## src/rtl/ldm_stm_sequencer_pkg.sv

```systemverilog
// Shared definitions for the LDM/STM block-transfer sequencer.
package ldm_stm_sequencer_pkg;

  typedef enum logic [1:0] {
    ST_IDLE = 2'd0,
    ST_XFER = 2'd1,
    ST_WB   = 2'd2,
    ST_DONE = 2'd3
  } state_t;

  localparam int         WORD_BYTES = 4;
  localparam logic [3:0] R15        = 4'd15;

  function automatic logic [4:0] popcount16(input logic [15:0] v);
    logic [4:0] c;
    c = '0;
    for (int i = 0; i < 16; i++) c = c + {4'd0, v[i]};
    return c;
  endfunction

endpackage

```

## src/rtl/ldm_stm_sequencer_lowest_set_bit.sv

```systemverilog
// Combinational priority picker: index of the lowest set bit of a 16-bit list.
module lowest_set_bit (
  input  logic [15:0] list,
  output logic [3:0]  index,
  output logic        valid
);

  // Scanning downward leaves the lowest set bit as the final assignment.
  always_comb begin
    index = 4'd0;
    for (int i = 15; i >= 0; i--) begin
      if (list[i]) index = 4'(i);
    end
    valid = |list;
  end

endmodule

```

## src/rtl/ldm_stm_sequencer.sv

```systemverilog
// Multi-register load/store sequencer: walks a latched register list one
// register per cycle, then optionally writes the updated base back to Rn.
// Handshake: Start is a one-cycle request honoured only while Busy=0; Done
// pulses for one cycle when the operation (including any writeback) is over.
module ldm_stm_sequencer
  import ldm_stm_sequencer_pkg::*;
(
  input  logic        CLK,
  input  logic        Reset,
  input  logic        Start,
  input  logic        IsLoad,
  input  logic        Up,
  input  logic        PreIndex,
  input  logic        Writeback,
  input  logic [15:0] RegList,
  input  logic [3:0]  Rn,
  input  logic [31:0] BaseAddr,
  input  logic [31:0] ReadData,
  input  logic [31:0] RD1,
  output logic [3:0]  A1,
  output logic [3:0]  A3,
  output logic [31:0] WD3,
  output logic        WE3,
  output logic [31:0] MemAddr,
  output logic        MemWrite,
  output logic [31:0] WriteData,
  output logic        PCLoad,
  output logic [31:0] PCData,
  output logic        Busy,
  output logic        Done,
  output logic [1:0]  dbg_state
);

  localparam logic [31:0] WORD = 32'(WORD_BYTES);

  state_t      state, state_next;
  logic [15:0] list_q;
  logic        is_load_q, up_q, wb_q, rn_in_list_q;
  logic [3:0]  rn_q;
  logic [31:0] base_q, addr_q;
  logic [4:0]  count_q;

  logic [3:0]  cur_idx;
  logic        cur_valid;
  logic        accept, last_xfer;
  logic [4:0]  start_count;
  logic [31:0] start_span, start_addr, wb_span, wb_value;

  lowest_set_bit u_lsb (
    .list  (list_q),
    .index (cur_idx),
    .valid (cur_valid)
  );

  assign accept      = (state == ST_IDLE) && Start;
  assign last_xfer   = ((list_q & (list_q - 16'd1)) == 16'd0);
  assign start_count = popcount16(RegList);
  assign start_span  = 32'(start_count) * WORD;
  assign wb_span     = 32'(count_q) * WORD;
  assign wb_value    = up_q ? (base_q + wb_span) : (base_q - wb_span);

  // Lowest transfer address for each U/P addressing mode.
  always_comb begin
    start_addr = BaseAddr;
    unique case ({Up, PreIndex})
      2'b10: start_addr = BaseAddr;
      2'b11: start_addr = BaseAddr + WORD;
      2'b00: start_addr = BaseAddr - start_span + WORD;
      2'b01: start_addr = BaseAddr - start_span;
      default: start_addr = BaseAddr;
    endcase
  end

  always_ff @(posedge CLK) begin
    if (Reset) state <= ST_IDLE;
    else       state <= state_next;
  end

  always_comb begin
    state_next = state;
    unique case (state)
      ST_IDLE: if (Start) state_next = (RegList != 16'd0) ? ST_XFER : ST_DONE;
      ST_XFER: if (last_xfer) state_next = wb_q ? ST_WB : ST_DONE;
      ST_WB:   state_next = ST_DONE;
      ST_DONE: state_next = ST_IDLE;
      default: state_next = ST_IDLE;
    endcase
  end

  always_ff @(posedge CLK) begin
    if (Reset) begin
      list_q        <= '0;
      is_load_q     <= 1'b0;
      up_q          <= 1'b0;
      wb_q          <= 1'b0;
      rn_in_list_q  <= 1'b0;
      rn_q          <= '0;
      base_q        <= '0;
      addr_q        <= '0;
      count_q       <= '0;
    end else if (accept) begin
      list_q        <= RegList;
      is_load_q     <= IsLoad;
      up_q          <= Up;
      wb_q          <= Writeback;
      rn_in_list_q  <= RegList[Rn];
      rn_q          <= Rn;
      base_q        <= BaseAddr;
      addr_q        <= start_addr;
      count_q       <= start_count;
    end else if (state == ST_XFER && cur_valid) begin
      list_q <= list_q & ~(16'd1 << cur_idx);
      addr_q <= addr_q + WORD;
    end
  end

  always_comb begin
    A1        = '0;
    A3        = '0;
    WD3       = '0;
    WE3       = 1'b0;
    MemAddr   = '0;
    MemWrite  = 1'b0;
    WriteData = '0;
    PCLoad    = 1'b0;
    PCData    = '0;
    Busy      = (state != ST_IDLE);
    Done      = 1'b0;
    dbg_state = state;
    unique case (state)
      ST_XFER: begin
        MemAddr = addr_q;
        if (is_load_q) begin
          if (cur_idx == R15) begin
            PCLoad = 1'b1;
            PCData = {ReadData[31:2], 2'b00};
          end else begin
            A3  = cur_idx;
            WD3 = ReadData;
            WE3 = 1'b1;
          end
        end else begin
          A1        = cur_idx;
          WriteData = RD1;
          MemWrite  = 1'b1;
        end
      end
      ST_WB: begin
        // A loaded Rn keeps its loaded value; the base update is dropped.
        A3  = rn_q;
        WD3 = wb_value;
        WE3 = !(is_load_q && rn_in_list_q);
      end
      ST_DONE: Done = 1'b1;
      default: ;
    endcase
  end

endmodule

```

## config.mk

```make
export PLATFORM = sky130hd
export DESIGN_NAME = ldm_stm_sequencer
export DESIGN_NICKNAME = d
export VERILOG_FILES = /design/src/rtl/ldm_stm_sequencer_pkg.sv /design/src/rtl/ldm_stm_sequencer_lowest_set_bit.sv /design/src/rtl/ldm_stm_sequencer.sv
export SDC_FILE = /design/constraint.sdc
export NUM_CORES = 1
export LEC_CHECK = 0
export BUFFER_PORTS_ARGS = -buffer_cell sky130_fd_sc_hd__buf_2
export CORE_ASPECT_RATIO = 0.8
export CORE_MARGIN = 5
export CORE_UTILIZATION = 55
export DETAILED_ROUTE_END_ITERATION = 10
export PLACE_DENSITY = 0.82
export SYNTH_ARGS = -nofsm -noshare
export SYNTH_HDL_FRONTEND = slang
export SYNTH_HIERARCHICAL = 1
export SYNTH_SLANG_ARGS = --single-unit
```

## constraint.sdc

```tcl
create_clock -name CLK -period 8.1 [get_ports CLK]
set_input_delay 0.405 -clock CLK [delete_from_list [all_inputs] [get_ports CLK]]
set_output_delay 0.405 -clock CLK [all_outputs]
set_load 0.01 [all_outputs]
```

Word level (Yosys, flattened, before mapping). Index checks and enable logic that the tools add are counted.

Bits in registers: 95. Input bits: 123. Output and inout bits: 143. Word-level logic and storage cells: 110.

Add/sub/neg operators: 22. Order comparisons: 1. Eq/ne operators: 9. Shifts and indexed selects: 1. Multiplexer cells: 52. Bitwise operators: 3. Reductions and logical operators: 12.

Operator list (count): 2-to-1 mux 32 bit (11); one-hot mux 32 bit (4 select lines) (1); adder 32 x 3 -> 32 bit (second input constant) (3); 2-to-1 mux 4 bit (20); one-hot mux 32 bit (2 select lines) (1); subtractor 32 x 7 -> 32 bit (2); adder 5 x 1 -> 5 bit (11); adder 32 x 7 -> 32 bit (1); AND 16 bit (2); 2-to-1 mux 16 bit (2); logical NOT 16 bit (1); inverter 16 bit (1); nonzero test 16 bit (1); OR reduction 16 bit (1); << shifter 1 x 4 -> 16 bit (first input constant) (1); subtractor 16 x 1 -> 16 bit (second input constant) (1); 2-to-1 mux 1 bit (10); == test 2 bit (second input constant) (4); one-hot mux 2 bit (4 select lines) (1); one-hot mux 4 bit (2 select lines) (1); 2-to-1 mux 2 bit (3); adder 4 x 1 -> 5 bit (1); < comparator 4 x 5 -> 1 bit (second input constant) (1); adder 3 x 1 -> 4 bit (1); other kinds (12) (18).

Depth between registers and ports, before layout. Gate-level depths: netlist (run 1).

Word-level depth: 21. Depth in mapped cells: 25.

By module. Netlist (run 1), hierarchy kept.

Modules (own cells, without submodules): ldm_stm_sequencer (times used 1, cells each 1413, area each 10187.3 sq um, sequential area each 1901.8 sq um); lowest_set_bit (times used 1, cells each 34, area each 176.4 sq um, sequential area each 0.0 sq um).

Least setup slack after synthesis (run 1). Ideal clock, no wire load.

Path type: input to register. Start point: in RegList[0]. End point: reg addr_q[24]. Setup time: 0.062 ns. Arrival: 6.453 ns. Data required time: 8.038 ns. Slack: 1.585 ns. Stages: 20. Buffers on the path: 1. Cells stage by stage: inv_1 > fa_1 > fa_1 > fa_1 > fa_1 > inv_1 > ha_1 > fa_1 > xnor2_1 > ha_1 > a211oi_1 > nor3_1 > nor2_1 > xnor2_1 > or4_1 > bufbuf_16 > or2_2 > or4_2 > a2bb2oi_1 > nand3_1.

Word-level cells in the longest chain between the ends: 19.

Ends and longest elaborated chain: from (decl) (RTL line ldm_stm_sequencer.sv:15) `input logic [15:0] RegList,`; adder 1 x 1 -> 2 bit (*) (RTL line ldm_stm_sequencer_pkg.sv:17) `for (int i = 0; i < 16; i++) c = c + {4'd0, v[i]};`; adder 2 x 1 -> 3 bit (*) (RTL line ldm_stm_sequencer_pkg.sv:17); adder 3 x 1 -> 4 bit (*) (RTL line ldm_stm_sequencer_pkg.sv:17); adder 4 x 1 -> 5 bit (*) (RTL line ldm_stm_sequencer_pkg.sv:17); adder 5 x 1 -> 5 bit (*) (11 in a row) (RTL line ldm_stm_sequencer_pkg.sv:17); subtractor 32 x 7 -> 32 bit (*) (RTL line ldm_stm_sequencer.sv:68, ldm_stm_sequencer.sv:69); adder 32 x 3 -> 32 bit (RTL line ldm_stm_sequencer.sv:68) `2'b00: start_addr = BaseAddr - start_span + WORD;`; one-hot mux 32 bit (4 select lines) (*) (RTL line ldm_stm_sequencer.sv:65) `unique case ({Up, PreIndex})`; 2-to-1 mux 32 bit (*) (RTL line ldm_stm_sequencer.sv:101) `end else if (accept) begin`; to (signal assigned) (RTL line ldm_stm_sequencer.sv:109) `addr_q <= start_addr;`; to (signal assigned) (RTL line ldm_stm_sequencer.sv:113) `addr_q <= addr_q + WORD;`; to (decl) (RTL line ldm_stm_sequencer.sv:40) `logic [31:0] base_q, addr_q;`.

Every way passes the cells marked *; elsewhere a longest branch is shown, timed or not. A chain may end at the register's enable or synchronous reset.

Final worst setup path (run 1).
Start point: in RegList[0]. End point: reg addr_q[24].

Word-level cells in the longest chain between the ends: 19.

Ends and longest elaborated chain: adder 1 x 1 -> 2 bit (*) (RTL line ldm_stm_sequencer_pkg.sv:17); adder 2 x 1 -> 3 bit (*) (RTL line ldm_stm_sequencer_pkg.sv:17); adder 3 x 1 -> 4 bit (*) (RTL line ldm_stm_sequencer_pkg.sv:17); adder 4 x 1 -> 5 bit (*) (RTL line ldm_stm_sequencer_pkg.sv:17); adder 5 x 1 -> 5 bit (*) (11 in a row) (RTL line ldm_stm_sequencer_pkg.sv:17); named net start_count[1] (RTL line ldm_stm_sequencer.sv:46) `logic [4:0] start_count;`; subtractor 32 x 7 -> 32 bit (*) (RTL line ldm_stm_sequencer.sv:68, ldm_stm_sequencer.sv:69); adder 32 x 3 -> 32 bit (RTL line ldm_stm_sequencer.sv:68); one-hot mux 32 bit (4 select lines) (*) (RTL line ldm_stm_sequencer.sv:65); 2-to-1 mux 32 bit (*) (RTL line ldm_stm_sequencer.sv:101).

The timed path passes the listed nets; every way through them passes the cells marked *.

==> results.txt, run 1 <==
Post-CTS Hold Buffers: 0
RePlAce Congestion: 0.989
Post-CTS Resized: 0
Count leader, synth: nand2_1
TNS Setup: 0 ns
H-tree levels: 3
First-pass GRT wire length: 56.9 mm
Synthesized area: 10400 µm²
Minimum clock period: 6.80 ns
Setup Skew: 0.0158 ns
Final-report setup violation count: 0
Vias: 11731
Hold Vio Cnt, Final: 0
Antenna violations before repair: 2
Synth Instances: 1447
Dpl hpwl: 28.2 mm
Tightest Hold Check Type: input pin to flop
Area contributors post-synth: dfxtp_1 18%, nand2_1 7.1%, and2_1 6.4%
Main synth FF type: dfxtp_1
Core area: 18300 µm²
CP endpoint kind: flop
Critical path startpoint category: input pin
Largest net degree at the start of global routing: 95
Top cell type's share of synthesized area: 18.4%
Grt ovf: 0
HP Start: Writeback
CTS tree: built
Slew headroom: 26.9%
Area leader, netlist: dfxtp_1
Leakage power: 5.16 nW
Post CTS Setup Buffer Count: 0
Critical path arrival: 7.10 ns
Total global-route track usage: 31.9%
Total CTS buffers: 9
Skew-Pair Late Insertion Delay: 0.37 ns
R2R Path Start: list_q[4]$_SDFFE_PP0P_
Worst reg2reg path depth: 12
Nets: 1828
Port bufs: 263
Clk root buf: clkbuf_16
Critical path class: input pin to flop
Hold Path Depth: 3
Clk sinks: 95
Via density: 6.18
Max-cap viol count: 0
Pwr Density: 288 nW/µm²
Slew @ Worst Pin: 1.09 ns
Sequential area share after synthesis: 18.4%
Crit share post-route: 83.9%
Die height: 133 µm
Clock buffer depth: 2
Worst-path clk slew: 0.08 ns
Status: complete, no violations
Post-Syn Area per Cell: 7.16 µm²
Die ar.: 21700 µm²
Max frequency: 147 MHz
Starting Density: 56.5%
Ant. Diodes: 0
Final WL: 36.6 mm
Warnings from Yosys: 6
Hold Crit Endpoint: wb_q$_SDFFE_PP0P_
Post-synth top cells: 195 x nand2_1, 131 x a21oi_1, 112 x nor2_1, 106 x and2_1, 95 x dfxtp_1
Residual DRC: 0
CP max FO: 10
Number of global-route vias before repair: 10700
Asr flop ratio synth: 0%
DRT iter0 DRCs: 1362
Tot Pwr: 3.42 mW
Post-synth EDFFs: 0
Layout cells sized above 1: 20.5%
Critical Path RT: 8.41 ns
Peak supply drop: 229 µV
Number of cell rows: 44
Yosys cell types: 89
FF+latch count, synth: 95
DR pass1 iterations: 7
Die width: 163 µm
Count of pins over their slew limit: 0
DR WL/cell: 19.2 µm
Layout area overhead: 14.5%
Antenna Nets Post-Route: 0
Worst R2R End: addr_q[31]$_SDFFE_PP0P_
Ports: 266
Worst reg-to-reg setup slack: 4.30 ns
Unrepaired setup endpoints after global routing: no
Fill count: 1704
==> worst max-delay path, cell delays in order <==
cell       delay (ns)
buf_2            0.11
inv_1            0.08
fa_1             0.57
fa_1             0.46
fa_1             0.50
fa_1             0.51
inv_1            0.05
ha_1             0.21
fa_1             0.52
inv_1            0.08
fa_1             0.46
a211oi_1         0.50
nor3_1           0.10
buf_4            0.20
nor2_1           0.13
xnor2_1          0.10
or4_1            0.77
or2_2            0.38
or4_2            0.69
a2bb2oi_1        0.17
nand3_1          0.10
==> cell type report <==
class | instances | area [µm²] | share of cell area (%)
sequential | 95 | 1900 | 16.0
tap | 253 | 317 | 2.67
clock buffer | 9 | 225 | 1.90
inverter | 55 | 206 | 1.74
multi-input combinational | 1204 | 7730 | 65.2
clock inverter | 7 | 71.3 | 0.601
timing repair buffer | 276 | 1410 | 11.9
==> power by group <==
group          internal [mW]  leakage (nW)  switching (mW)
clock network          0.218         0.146           0.218
registers              0.572         0.782           0.123
logic                  0.869          4.23            1.42
total                   1.66          5.16            1.76
==> metal layers <==
layer,vias to the layer above,global-route usage (%),share of wire [%]
li1,5546,-,-
met1,5460,45.8,43
met2,652,47.1,43
met3,69,9.58,12
met4,4,7.50,2.0
met5,-,0,0.071
==> registers in the layout (all words and copies together) (netlist names) <==
| register | count |
|---|---|
| rn_in_list_q | 1 |
| base_q | 32 |
| list_q | 16 |
| up_q | 1 |
| dbg_state | 2 |
| addr_q | 32 |
| wb_q | 1 |
| count_q | 5 |
| rn_q | 4 |
| is_load_q | 1 |
==> how the worst max path moves through the flow <==
stage	from	endpoint	slack, ns
final	RegList[0]	addr_q[24]$_SDFFE_PP0P_	1.30
after global routing	RegList[0]	addr_q[30]$_SDFFE_PP0P_	0.85
after CTS	RegList[0]	addr_q[24]$_SDFFE_PP0P_	1.36
after detailed placement	RegList[0]	addr_q[24]$_SDFFE_PP0P_	1.02
after global placement	RegList[0]	addr_q[24]$_SDFFE_PP0P_	1.19
after floorplan	RegList[0]	addr_q[24]$_SDFFE_PP0P_	1.58
==> logic make-up after synthesis <==
kind of cell,count (synthesis),share of synthesized area (%)
AND/OR/NAND/NOR,633,31.3
adder cells (fa/ha/maj),67,8.89
multiplexers,13,1.90
AO/OA/AOI/OAI,396,24.6
XOR/XNOR,93,7.86
buffers and inverters,149,7.12
flip-flops,95,18.4
other,1,0.0362
==> through the flow <==
step / area (µm²) / instances / util (%) / hold slack (ns) / setup slack (ns)
floorplan: 10400 / 1448 / - / 0.432 / 1.58
global placement: 11600 / 1883 / 63.1 / 0.438 / 1.19
detailed placement: 11600 / 1883 / 63.1 / 0.447 / 1.02
CTS: 11900 / 1899 / 64.7 / 0.279 / 1.36
global route: 11900 / 1899 / 64.7 / 0.290 / 0.855
finish: 11900 / 1899 / 64.7 / 0.285 / 1.30
==> cell usage in the layout (no fill, tap or decap), types with 37 or more instances in the layout <==
| master | netlist | routed |
|---|---|---|
| dfxtp_1 | 95 | 95 |
| xnor2_1 | 56 | 56 |
| xor2_1 | 37 | 37 |
| a21oi_1 | 131 | 131 |
| inv_1 | 54 | 54 |
| nand3_1 | 37 | 37 |
| o21ai_0 | 65 | 65 |
| nand2_1 | 195 | 194 |
| ha_1 | 52 | 52 |
| nor2_1 | 112 | 112 |
| buf_2 | 2 | 263 |
| and2_1 | 106 | 105 |
Power figures use the tool's default switching activity.
==> inputs of run 2 (changes only) <==
CORE_UTILIZATION = 50   (was 55)
PLACE_DENSITY = 0.79   (was 0.82)
clock period = 5.9 ns   (was 8.1 ns; I/O delays follow)
==> run 2 against run 1 <==
- die area up 9.3%
- clock-buffer cell count unchanged
- via count up 3.7%
- cell count up 6.3%
- sequential share of layout area down 1.4 points
- combinational power up 58%
- worst setup slack worse by 1.2 ns
- sequential power up 37%
- hold slack worse by 0.12 ns
==> results.txt, run 2 (synthesis results as in run 1) <==
Tightest Hold Check Type: input pin to flop
Max stage delay on crit path: 0.58 ns
Layout area overhead: 25.6%
Die ar.: 23700 µm²
CP Cell Sequence: buf_2 -> inv_2 -> fa_1 -> fa_1 -> fa_2 -> fa_1 -> inv_1 -> ha_2 -> fa_1 -> inv_2 -> ha_1 -> and2b_2 -> o2111ai_1 -> buf_4 -> nand3_1 -> buf_4 -> nor4_2 -> xnor2_1 -> nand4_1 -> buf_4 -> or4_1 -> nand3_1
Critical path arrival: 6.10 ns
Worst reg-to-reg setup slack: 2.01 ns
RePlAce Congestion: 1.03
Tot Pwr: 5.17 mW
Number of cell rows: 47
Clock buffer depth: 2
CP endpoint kind: flop
DRT iter0 DRCs: 1304
Slew headroom: 29.1%
Total global-route track usage: 30.4%
Worst-path clk slew: 0.08 ns
Die height: 139 µm
Worst hold slack: 0.167 ns
Slowest cell on crit path: fa_1
Minimum clock period: 5.79 ns
Crit share post-route: 98.1%
Grt ovf: 0
First-pass GRT wire length: 59.5 mm
Post-CTS Hold Buffers: 0
Clk root buf: clkbuf_16
Vias: 12163
Peak supply drop: 326 µV
Antenna Nets Post-Route: 0
Pwr Density: 397 nW/µm²
Commonest non-fill, non-tap cell in the layout: buf_2
Core area: 20500 µm²
Number of global-route vias before repair: 11217
Starting Density: 50.5%
Final instance area: 13000 µm²
Total CTS buffers: 9
CP Buf/Inv Count: 7
Dpl hpwl: 29.2 mm
Unrepaired setup endpoints after global routing: yes
Antenna violations before repair: 0
H-tree levels: 3
Core Util, Final: 63.4%
Critical path class: input pin to flop
Critical path startpoint category: input pin
Crit path top cell by count: fa_1
CTS tree: built
Post-DP Area: 12400 µm²
Skew-Pair Late Insertion Delay: 0.37 ns
Port bufs: 263
Layout cells sized above 1: 28.2%
Max-cap viol count: 0
Final WL: 37.9 mm
Die width: 171 µm
Critical Path RT: 6.21 ns
Regs by FF count: addr_q (32), base_q (32), list_q (16)
Largest net degree at the start of global routing: 65
Ant. Diodes: 0
Leakage power: 5.71 nW
DR WL/cell: 18.8 µm
Hold Vio Cnt, Final: 0
Nets: 1932
Setup Skew: 0.0117 ns
Commonest non-fill, non-tap cells in the layout: 262 x buf_2, 194 x nand2_1, 130 x a21oi_1, 113 x buf_4, 110 x nor2_1
Clk sinks: 95
Status: complete, no violations
CP max FO: 5
Max frequency: 173 MHz
CP top delay family: adder cells
Ports: 266
Count of pins over their slew limit: 0
Slew @ Worst Pin: 1.05 ns
Via density: 6.02
DR pass1 iterations: 7
Fill count: 1842
Residual DRC: 0
Final-report setup violation count: 0
-- run 2: what timing repair did --
| action | in CTS | in global routing |
|---|---|---|
| gates resized for setup | 1 | 45 |
| setup buffers | 0 | 9 |
| endpoints found under the setup margin | 1 | 22 |
| cloned | 0 | 1 |
| pin swaps | 0 | 27 |
-- run 2: cell type report --
cell class,instances,area (µm²),share of cell area [%]
Clock buffer,9,225,1.73
Clock inverter,7,75.1,0.577
Inverter,55,214,1.64
Multi-Input combinational cell,1205,8060,61.9
Sequential cell,95,1900,14.6
Tap cell,269,337,2.59
Timing Repair Buffer,379,2200,16.9
-- run 2: path summary, 6_finish.rpt --
| kind | start | end | depth (start not counted) |
|---|---|---|---|
| min reg2reg | addr_q[0]$_SDFFE_PP0P_ | addr_q[0]$_SDFFE_PP0P_ | 2 |
| max | RegList[13] | addr_q[31]$_SDFFE_PP0P_ | 22 |
| max reg2reg | list_q[0]$_SDFFE_PP0P_ | addr_q[31]$_SDFFE_PP0P_ | 12 |
| min | IsLoad | is_load_q$_SDFFE_PP0P_ | 3 |
-- run 2: power breakdown --
group          total [mW]  internal (mW)  switching, mW
registers           0.949          0.785          0.164
logic                3.61           1.52           2.09
clock network       0.605          0.300          0.304
total                5.17           2.60           2.56
-- run 2: worst register-to-register path, delay by kind of cell (launching register included) --
family,cells,cell delay [ns]
flip-flops,1,0.51
AND/OR/NAND/NOR,11,3.02
AO/OA/AOI/OAI,1,0.31
-- run 2: metrics by stage --
step	setup WS [ns]	cells	setup TNS, ns
6_report	0.114	2019	0
5_1_grt	-0.0679	2019	-0.355
4_1_cts	0.00901	2009	0
3_5_place_dp	-0.374	1993	-5.11
3_3_place_gp	-0.231	1993	-2.81
2_1_floorplan	-0.0201	1448	-0.0487
-- run 2: metal layers --
metal,vias to the layer above,global-route usage (%),wire (µm)
li1,5769,-,-
met1,5676,44.5,16700
met2,646,45.6,16400
met3,72,6.07,3870
met4,0,7.96,899
met5,-,0,0
==> inputs of run 3 (changes only) <==
--- a/config.mk
+++ b/config.mk
@@ -12,4 +12,5 @@
 export DETAILED_ROUTE_END_ITERATION = 10
 export PLACE_DENSITY = 0.79
+export RECOVER_POWER = 100
 export SYNTH_ARGS = -nofsm -noshare
 export SYNTH_HDL_FRONTEND = slang
==> constraint.sdc (replaced) <==
create_clock -name CLK -period 5.9 [get_ports CLK]
set_input_delay 0.295 -clock CLK [delete_from_list [all_inputs] [get_ports CLK]]
set_output_delay 0.295 -clock CLK [all_outputs]
set_load 0.005 [all_outputs]
==> run 3 against run 2 <==
- the run now ends with capacitance limit, slew limit left
- core utilization down 0.067 points
- clock-buffer cell count unchanged
- cell count unchanged
- fmax up 0.36%
- first-iteration DRC count up 5.8%
- critical path depth down 1
- largest power group unchanged
- highest routed layer unchanged
==> results.txt, run 3 (synthesis results as in run 1) <==
Status: finished, violations left
Failing checks: capacitance limit, slew limit
H-tree levels: 3
Reg power frac: 18.6%
Leakage power: 5.66 nW
Met1 Wirelength: 16.6 mm
Vias: 12189
Logic pwr share: 69.6%
Number of global-route vias before repair: 11217
Critical path arrival: 6.08 ns
CP Cell Sequence: buf_2 -> inv_2 -> fa_1 -> fa_1 -> fa_2 -> fa_1 -> inv_1 -> ha_2 -> fa_1 -> inv_2 -> ha_1 -> and2b_2 -> o2111ai_1 -> buf_4 -> nand3_1 -> or4_1 -> a21boi_0 -> nand4_1 -> buf_4 -> or4_1 -> nand3_1
Max-cap viol count: 1
Skew-Pair Late Insertion Delay: 0.37 ns
Switching share of power: 49.2%
Critical Path RT: 6.21 ns
Net switching power: 2.51 mW
Total CTS buffers: 9
DRT iter0 DRCs: 1379
Via density: 6.04
Layout area overhead: 25.5%
Clock buffer depth: 2
Crit share post-route: 97.7%
Cell internal pwr: 2.59 mW
Critical path class: input pin to flop
Critical path startpoint category: input pin
Slew @ Worst Pin: 1.53 ns
Max frequency: 173 MHz
Post-CTS Hold Buffers: 0
Final instance area: 13000 µm²
CP endpoint kind: flop
Number of cell rows: 47
RePlAce Congestion: 1.03
CP top delay family: adder cells
Uppermost routed layer: met4
Slowest cell on crit path: fa_1
Nets: 1932
Total global-route track usage: 30.4%
Pwr Density: 393 nW/µm²
Starting Density: 50.5%
Met3 routed WL: 3.90 mm
Ant. Diodes: 0
Tightest Hold Check Type: input pin to flop
Peak supply drop: 312 µV
Port bufs: 263
Hold Vio Cnt, Final: 0
Pre-CTS WS: -0.374 ns
Residual DRC: 0
CP Buf/Inv Count: 6
Slew headroom: -1.97%
DR pass1 iterations: 6
Post-DP Area: 12400 µm²
Layout cells sized above 1: 27.7%
Clk root buf: clkbuf_16
Antenna violations before repair: 0
Largest net degree at the start of global routing: 65
Dpl hpwl: 29.2 mm
Count of pins over their slew limit: 38
Grt ovf: 0
Core area: 20500 µm²
Setup crit start: RegList[13]
Clock power share: 11.8%
R2R Path Start: list_q[0]$_SDFFE_PP0P_
Die height: 139 µm
Die width: 171 µm
First-pass GRT wire length: 59.5 mm
Unrepaired setup endpoints after global routing: yes
Setup Skew: 0.0143 ns
Fill count: 1851
Ports: 266
Crit path top cell by count: fa_1
CP max FO: 5
Final setup margin: 0.135 ns
Met2 wire length: 16.5 mm
Clk sinks: 95
HP Start: IsLoad
CTS tree: built
Final WL: 37.8 mm
Die ar.: 23700 µm²
Commonest non-fill, non-tap cells in the layout: 253 x buf_2, 194 x nand2_1, 130 x a21oi_1, 112 x buf_4, 110 x nor2_1
DR WL/cell: 18.7 µm
Worst-path clk slew: 0.08 ns
Commonest non-fill, non-tap cell in the layout: buf_2
Final-report setup violation count: 0
Antenna Nets Post-Route: 0
Regs by FF count: addr_q (32), base_q (32), list_q (16)
Minimum clock period: 5.77 ns
Max stage delay on crit path: 0.58 ns
==> run 3: power groups by stage <==
stage | combinational [mW] | clock (mW) | sequential, mW
6_report | 3.55 | 0.602 | 0.949
5_1_grt | 3.89 | 0.637 | 0.972
4_1_cts | 3.35 | 0.608 | 0.944
3_5_place_dp | 3.32 | 0 | 0.957
3_3_place_gp | 3.26 | 0 | 0.951
2_1_floorplan | 2.33 | 0 | 0.902
==> run 3: layer usage <==
layer	global-route usage, %	up-vias
li1	-	5766
met1	44.5	5660
met2	45.6	694
met3	6.07	69
met4	7.96	0
met5	0	-
==> run 3: tightest hold or removal path, stage by stage <==
cell and delay [ns]:
buf_2 0.10, nand2_1 0.05, a21oi_1 0.05
==> run 3: final cells by class <==
class | count | area [µm²] | area share [%]
repair buffers | 379 | 2190 | 16.8
clock inverters | 7 | 75.1 | 0.577
multi-input cells | 1205 | 8060 | 62.0
well taps | 269 | 337 | 2.59
flip-flops and latches | 95 | 1900 | 14.6
clock buffers | 9 | 225 | 1.73
inverters | 55 | 214 | 1.65
==> run 3: final timing paths <==
check	slack, ns	depth (start not counted)	to
max	0.13	21	addr_q[31]$_SDFFE_PP0P_
min	0.17	3	is_load_q$_SDFFE_PP0P_
max reg2reg	2.05	12	addr_q[31]$_SDFFE_PP0P_
min reg2reg	0.46	2	addr_q[0]$_SDFFE_PP0P_
==> run 3: timing repair <==
action	in CTS	in global routing
setup endpoints to repair	1	22
pin swaps	0	27
gates cloned	0	1
buffers inserted	0	9
resized for setup	1	45
==> run 3: metrics by stage <==
stage / setup TNS, ns / hold WS [ns] / instances / total power, mW / utilization, %
2_1_floorplan: -0.0487 / 0.431 / 1448 / 3.24 / -
3_3_place_gp: -2.81 / 0.438 / 1993 / 4.21 / 60.4
3_5_place_dp: -5.11 / 0.444 / 1993 / 4.28 / 60.4
4_1_cts: 0 / 0.159 / 2009 / 4.90 / 61.9
5_1_grt: -0.355 / 0.168 / 2019 / 5.50 / 63.4
6_report: 0 / 0.165 / 2019 / 5.11 / 63.4
